--- src/rtl/run_avg_ctrl.sv ---
`default_nettype none
// ============================================================================
//  Module      : run_avg_ctrl
//  Description : Running-average sequencer. Accepts one unsigned sample per
//                valid/ready transfer and keeps the last N = 2**LOG2_N samples
//                in a register ring. It maintains the running sum of the ring
//                and emits one average per accepted sample, together with a
//                single-cycle cnt_tick for the downstream decimal counter.
//                Optional build macro: AVG_ROUND_EN (round-half-up average
//                instead of truncation; latency unchanged).
//
//  Ports       : clk          system clock, rising edge
//                rst          asynchronous reset, active low
//                run          level, 1 = accept samples
//                clr          synchronous clear pulse, aborts and zeroes window
//                in_valid     sample present
//                in_data      sample value [DATA_W-1:0], unsigned
//                in_ready     controller can take a sample this cycle
//                avg_valid    one-cycle strobe, avg_data updated
//                avg_data     latest average [DATA_W-1:0], held between strobes
//                cnt_tick     one-cycle pulse per average, with avg_valid
//                window_full  N samples accepted since last reset/clr
//                busy         controller is not idle
//
//  Revision    : 1.0  initial release
// ============================================================================
module run_avg_ctrl #(
    parameter int DATA_W = 8,
    parameter int LOG2_N = 2
) (
    input  logic              clk,
    input  logic              rst,
    input  logic              run,
    input  logic              clr,
    input  logic              in_valid,
    input  logic [DATA_W-1:0] in_data,
    output logic              in_ready,
    output logic              avg_valid,
    output logic [DATA_W-1:0] avg_data,
    output logic              cnt_tick,
    output logic              window_full,
    output logic              busy
);

    localparam int              N        = 2 ** LOG2_N;
    localparam int              SUM_W    = DATA_W + LOG2_N;
    localparam logic [LOG2_N:0] FILL_MAX = (LOG2_N + 1)'(N);

    typedef enum logic [2:0] {
        ST_IDLE   = 3'd0,
        ST_WAIT   = 3'd1,
        ST_READ   = 3'd2,
        ST_UPDATE = 3'd3,
        ST_OUT    = 3'd4
    } state_t;

    state_t            r_state;
    state_t            w_state_next;

    logic [DATA_W-1:0] r_buf [N];
    logic [SUM_W-1:0]  r_sum;
    logic [LOG2_N-1:0] r_wr_ptr;
    logic [LOG2_N:0]   r_fill;
    logic [DATA_W-1:0] r_new;
    logic [DATA_W-1:0] r_old;
    logic [DATA_W-1:0] r_avg;

    logic              w_take;
    logic [SUM_W-1:0]  w_sum_next;
    logic [DATA_W-1:0] w_avg_next;

    // A transfer needs the WAIT state; a simultaneous clr cancels it.
    assign w_take = (r_state == ST_WAIT) && in_valid && !clr;

    // The sum cannot overflow: N samples of at most 2**DATA_W-1 fit SUM_W bits.
    assign w_sum_next = r_sum - SUM_W'(r_old) + SUM_W'(r_new);

`ifdef AVG_ROUND_EN
    logic [SUM_W:0] w_sum_rnd;

    // One extra bit holds sum + N/2; the quotient still fits DATA_W bits.
    assign w_sum_rnd  = {1'b0, w_sum_next} + (SUM_W + 1)'(N / 2);
    assign w_avg_next = DATA_W'(w_sum_rnd >> LOG2_N);
`else
    assign w_avg_next = DATA_W'(w_sum_next >> LOG2_N);
`endif

    // ------------------------------------------------------------------
    // State register
    // ------------------------------------------------------------------
    always_ff @(posedge clk or negedge rst) begin
        if (!rst) begin
            r_state <= ST_IDLE;
        end else begin
            r_state <= w_state_next;
        end
    end

    // ------------------------------------------------------------------
    // Next state and state-decoded outputs
    // ------------------------------------------------------------------
    always_comb begin
        w_state_next = r_state;
        in_ready     = 1'b0;
        avg_valid    = 1'b0;
        cnt_tick     = 1'b0;
        busy         = (r_state != ST_IDLE);

        case (r_state)
            ST_IDLE: begin
                if (run) begin
                    w_state_next = ST_WAIT;
                end
            end
            ST_WAIT: begin
                in_ready = 1'b1;
                // A transfer takes precedence over run dropping.
                if (in_valid) begin
                    w_state_next = ST_READ;
                end else if (!run) begin
                    w_state_next = ST_IDLE;
                end
            end
            ST_READ: begin
                w_state_next = ST_UPDATE;
            end
            ST_UPDATE: begin
                w_state_next = ST_OUT;
            end
            ST_OUT: begin
                avg_valid    = !clr;
                cnt_tick     = !clr;
                w_state_next = run ? ST_WAIT : ST_IDLE;
            end
            default: begin
                w_state_next = ST_IDLE;
            end
        endcase

        if (clr) begin
            w_state_next = ST_IDLE;
        end
    end

    // ------------------------------------------------------------------
    // Datapath: window ring, running sum, fill level, average register
    // ------------------------------------------------------------------
    always_ff @(posedge clk or negedge rst) begin
        if (!rst) begin
            for (int i = 0; i < N; i++) begin
                r_buf[i] <= '0;
            end
            r_sum    <= '0;
            r_wr_ptr <= '0;
            r_fill   <= '0;
            r_new    <= '0;
            r_old    <= '0;
            r_avg    <= '0;
        end else if (clr) begin
            for (int i = 0; i < N; i++) begin
                r_buf[i] <= '0;
            end
            r_sum    <= '0;
            r_wr_ptr <= '0;
            r_fill   <= '0;
            r_avg    <= '0;
        end else begin
            if (w_take) begin
                r_new <= in_data;
            end
            if (r_state == ST_READ) begin
                // Slot about to be overwritten; reads 0 until the ring fills.
                r_old <= r_buf[r_wr_ptr];
            end
            if (r_state == ST_UPDATE) begin
                r_sum           <= w_sum_next;
                r_buf[r_wr_ptr] <= r_new;
                r_wr_ptr        <= r_wr_ptr + 1'b1;
                if (r_fill != FILL_MAX) begin
                    r_fill <= r_fill + 1'b1;
                end
                // Average is taken from the new sum here so that it is
                // already on avg_data during the OUT strobe cycle.
                r_avg <= w_avg_next;
            end
        end
    end

    assign avg_data    = r_avg;
    assign window_full = (r_fill == FILL_MAX);

endmodule
`default_nettype wire

--- config.mk ---
export PLATFORM = sky130hd
export DESIGN_NAME = run_avg_ctrl
export DESIGN_NICKNAME = d
export VERILOG_FILES = /design/src/rtl/run_avg_ctrl.sv
export SDC_FILE = /design/constraint.sdc
export NUM_CORES = 1
export LEC_CHECK = 0
export CAP_MARGIN = 25
export CORE_AREA = 4 4 82 84
export DETAILED_ROUTE_END_ITERATION = 6
export DIE_AREA = 0 0 86 88
export HOLD_SLACK_MARGIN = 0.05
export PLACE_DENSITY = 0.84
export SYNTH_ARGS = -nofsm -noshare
export SYNTH_HDL_FRONTEND = slang
export SYNTH_SLANG_ARGS = --single-unit
--- constraint.sdc ---
create_clock -name clk -period 6.9 [get_ports clk]
set_input_delay 0.69 -clock clk [delete_from_list [all_inputs] [get_ports clk]]
set_output_delay 0.69 -clock clk [all_outputs]
set_load 0.05 [all_outputs]
# After elaboration in Yosys (flattened, before gate mapping)
# Cells that the tools add are included.
# word_totals
latchBits	0
ff_bits	74
ram_bits	0
mem_count	0
inputBits	13
elab_cells	64
rom_bits	0
output_inout_bits	13
# op_classes
multipliers	0
n_eq_ne	8
add_sub_neg	4
div	0
n_bitwise	2
shift	0
order_cmp	2
n_reduce_logical	12
muxes	25
# ops
op	n
two-way mux 32 bit	2
two-way mux 8 bit	5
bitwise mux 32 bit	1
two-way mux 3 bit	7
two-way mux 10 bit	2
binary-select mux 8 bit (select 2 bit)	1
demux 8 bit (select 2 bit)	1
one-hot mux 3 bit (5 select lines)	1
adder 10 x 8 -> 10 bit	1
subtractor 10 x 8 -> 10 bit	1
AND reduction 2 bit	4
== test 3 x 2 -> 1 bit (second input constant)	2
== test 3 bit (second input constant)	2
!= test 3 bit (second input constant)	2
two-way mux 2 bit	2
!= test 4 bit (second input constant)	1
nonzero test 2 bit	2
adder 3 x 1 -> 3 bit (second input constant)	1
== test 3 x 1 -> 1 bit (second input constant)	1
greater-or-equal comparator 3 bit (second input constant)	1
logical AND 1 bit	3
logical NOT 3 bit	1
less-than comparator 3 x 1 -> 1 bit (second input constant)	1
two-way mux 1 bit	3
other kinds (5)	5

# Logic depth before layout (Yosys ltp)
# logic_depth
depth_word	8
depth_mapped	10
depth_no_buf	10

# Worst setup path before layout
# OpenSTA, ideal clock, no wires.
# synth_path
path_kind	input-to-output
startpoint	input clr
endpoint	output cnt_tick
t_arrival_ns	3.183
cell_stages	4
t_required_ns	6.210
slack_ns	3.027
n_path_buf	3
cell_sequence	buf_2 > clkbuf_1 > nor4b_1 > buf_4
# synth_between
elab_chain_cells	2
# synth_rtl
item	line_no	text
from (decl)	34	input logic clr,
logical NOT 1 bit	n/a	
two-way mux 1 bit	n/a	
to (decl)	40	output logic cnt_tick,
# No other way between the ends.

# Final worst setup path
# layout_path
startpoint	input clr
endpoint	output avg_valid
# layout_between
elab_chain_cells	2
# layout_rtl
item	line_no	text
logical NOT 1 bit	131	avg_valid = !clr;
two-way mux 1 bit	109	case (r_state)
to (decl)	38	output logic avg_valid,
# No other way between the ends.

==> impl_metrics.ini <==
[status]
status = completed

[final_layout]
areaGrowthSynthToFinish_pct = 10.7
diodes = 0
layout_commonest_cell = nand2_1
layout-drive-gt1-share_pct = 11.9
stdcell_area_mm2 = 0.00417
register_area_mm2 = 0.00165
n_fill_cell = 458
layout.nets = 434
stdcell_count = 477
multi_input_area_mm2 = 0.00181
final_cell_mix = nand2_1, dfrtp_1, a21oi_1

[grt]
grt_max_degree = 67
grt_overflow = 0
first_global_vias = 2896
antenna_found_initial = 0
grtUsageTotal_pct = 23.2
grt_pass1_wl_mm = 13.5

[pwr]
power.density_mw_per_mm2 = 255
p_leak_nw = 1.86
ir_drop_uv = 182

[critical_path]
crit_path_end_kind = output port
required_ns = 6.21
crit_family = buffers and inverters
cp_slowest_cell = clkdlybuf4s50_1
cp.arrival_ns = 2.38
crit_path_cell_trace = buf_2 -> buf_12 -> nor4b_1 -> clkdlybuf4s50_1
slowest_delay_ns = 0.89
crit_path_start_kind = input port
crit_type = input port to output port
cp_max_fo = 49
cp.buffers_inverters = 3

[clocking]
cts_tree = done
clock_sinks = 66
cts_resized = 0
clock-root-buffer = clkbuf_8
clk_pin_slew_ns = 0.07
ctsHoldBuffers = 0
clock_latency_ns = 0.34
cts_setup_buffers = 0
cts_buffers = 9
cts.path.max_buffers = 2
htreeDepth = 3

[logic_synthesis]
synth_cell_type_count = 46
synth_edf_count = 0
synth_top_flop_cell = dfrtp_1
async_flop_share_pct = 100
synthesis.area_mm2 = 0.00376
synth_nets = 423
ys_ff_latch = 66
seq_area_frac_synth_pct = 43.9
synth-warning-count = 0
synth_cells = 386
syn_area_per_cell_um2 = 9.75

[timing]
worst_pin_slew_ns = 0.822
skew_ns = 0.00771
setup-tns-final_ns = 0
fin_crit_ns = 3.07
hold_viol = 0
finalSetupViolCount = 0
max-slew-margin-rel_pct = 45.2
drv_slew = 0
rsz0062_at_grt = false
whs_ns = 0.507
fmax_mhz = 326
period_share_pct = 44.4

[placement]
post_dp_cell_area_mm2 = 0.00395
place_hpwl_mm = 5.14
placedCellCount = 460
portBuffers = 25
place_congestion = 0.780

[flow_run]
maxCapViolations = 0

[routing]
dr.pass1.iters = 4
antenna_left = 0
avgRoutedWirePerCell_um = 15.9
viasPerCell = 5.79
drc_errors = 0
vias = 2761
drtIter0Drc = 182
wl_mm = 7.56

[die]
io_pins = 26
die_width_um = 86
die_h_um = 88
core_area_mm2 = 0.00592
rows = 28
die_area_mm2 = 0.00757
initial_core_util_pct = 63.5

[hold_path]
hold_class = input port to async pin
path summary, 6_finish.rpt:
| check | slack, ns | from | to | cells after the start |
|---|---|---|---|---|
| max | 3.83 | clr | avg_valid | 4 |
| min | 0.51 | rst | r_sum[8]$_DFFE_PN0P_ | 2 |
| max reg2reg | 4.21 | r_new[1]$_DFFE_PN0P_ | r_sum[9]$_DFFE_PN0P_ | 9 |
| min reg2reg | 0.52 | r_buf[21]$_DFFE_PN0P_ | r_buf[21]$_DFFE_PN0P_ | 2 |
| max in group asynchronous | 5.84 | rst | r_sum[4]$_DFFE_PN0P_ | 2 |
| min in group clk | 0.52 | r_buf[21]$_DFFE_PN0P_ | r_buf[21]$_DFFE_PN0P_ | 2 |
cells in the mapped netlist, drive strengths merged (2+ instances only):
cell | count | area [um^2]
nor2 | 13 | 48.8
fa | 8 | 160
a211oi | 3 | 22.5
mux2i | 3 | 30.0
inv | 40 | 150
nand2 | 82 | 308
nand4b | 2 | 17.5
mux2 | 17 | 191
o31ai | 3 | 22.5
a21oi | 45 | 225
nor4 | 3 | 18.8
nor3 | 4 | 20.0
buf | 16 | 110
and2 | 6 | 37.5
nand3b | 4 | 46.3
a211o | 2 | 17.5
xnor2 | 2 | 17.5
ha | 16 | 200
o21a | 2 | 15.0
nor4b | 4 | 50.1
dfrtp | 66 | 1650
o21ai | 4 | 20.0
nand2b | 2 | 12.5
mux4 | 8 | 180
o311ai | 2 | 17.5
nand3 | 2 | 10.0
clkbuf | 11 | 41.3
or3 | 3 | 18.8
per-stage QoR:
step / setup WS, ns / total power [W] / util [%]
6_report: 3.83 / 0.00106 / 70.4
5_1_grt: 3.76 / 0.00113 / 70.4
4_1_cts: 3.66 / 0.00107 / 70.0
3_5_place_dp: 3.66 / 0.000745 / 66.8
3_3_place_gp: 3.72 / 0.000727 / 66.8
2_1_floorplan: 3.03 / 0.000667 / -
worst reg2reg max path, cell delays in order, from the launching register on:
cell,delay [ns]
dfrtp_1,0.45
inv_1,0.09
fa_1,0.51
inv_1,0.07
ha_1,0.31
a211oi_1,0.41
nor4_1,0.10
nor2_1,0.23
mux2_2,0.37
o2111ai_1,0.09
layer usage:
metal,vias up,GRT usage (%),part of all wire [%]
met2,66,38.4,51
met3,18,4.70,4.7
met5,-,0,0
li1,1308,-,-
met1,1369,29.5,42
met4,0,10.8,2.0
logic make-up after synthesis:
family / after synthesis / synth area share [%]
mux: 28 / 10.7
fa+ha+maj: 24 / 9.58
simple gates: 131 / 16.9
compound gates: 67 / 10.3
buf+inv: 67 / 8.01
xor+xnor: 3 / 0.698
flops: 66 / 43.9
state kept, by name, indices dropped and copies added, names as in the netlist:
register,count
r_sum,10
r_wr_ptr,2
r_old,8
r_buf,32
r_new,8
r_state,3
r_fill,3
cell type report:
| type | count | area share [%] |
|---|---|---|
| Tap cell | 75 | 2.25 |
| Multi-Input combinational cell | 253 | 43.4 |
| Clock inverter | 7 | 1.68 |
| Timing Repair Buffer | 27 | 6.43 |
| Inverter | 40 | 3.60 |
| Sequential cell | 66 | 39.6 |
| Clock buffer | 9 | 2.97 |
where the power goes:
part,internal (W),total (W),switching [W]
clock network,0.000166,0.000319,0.000153
logic,0.000121,0.000301,0.000180
registers,0.000407,0.000441,0.0000342
total,0.000694,0.00106,0.000366
Power figures use the tool's default switching activity.
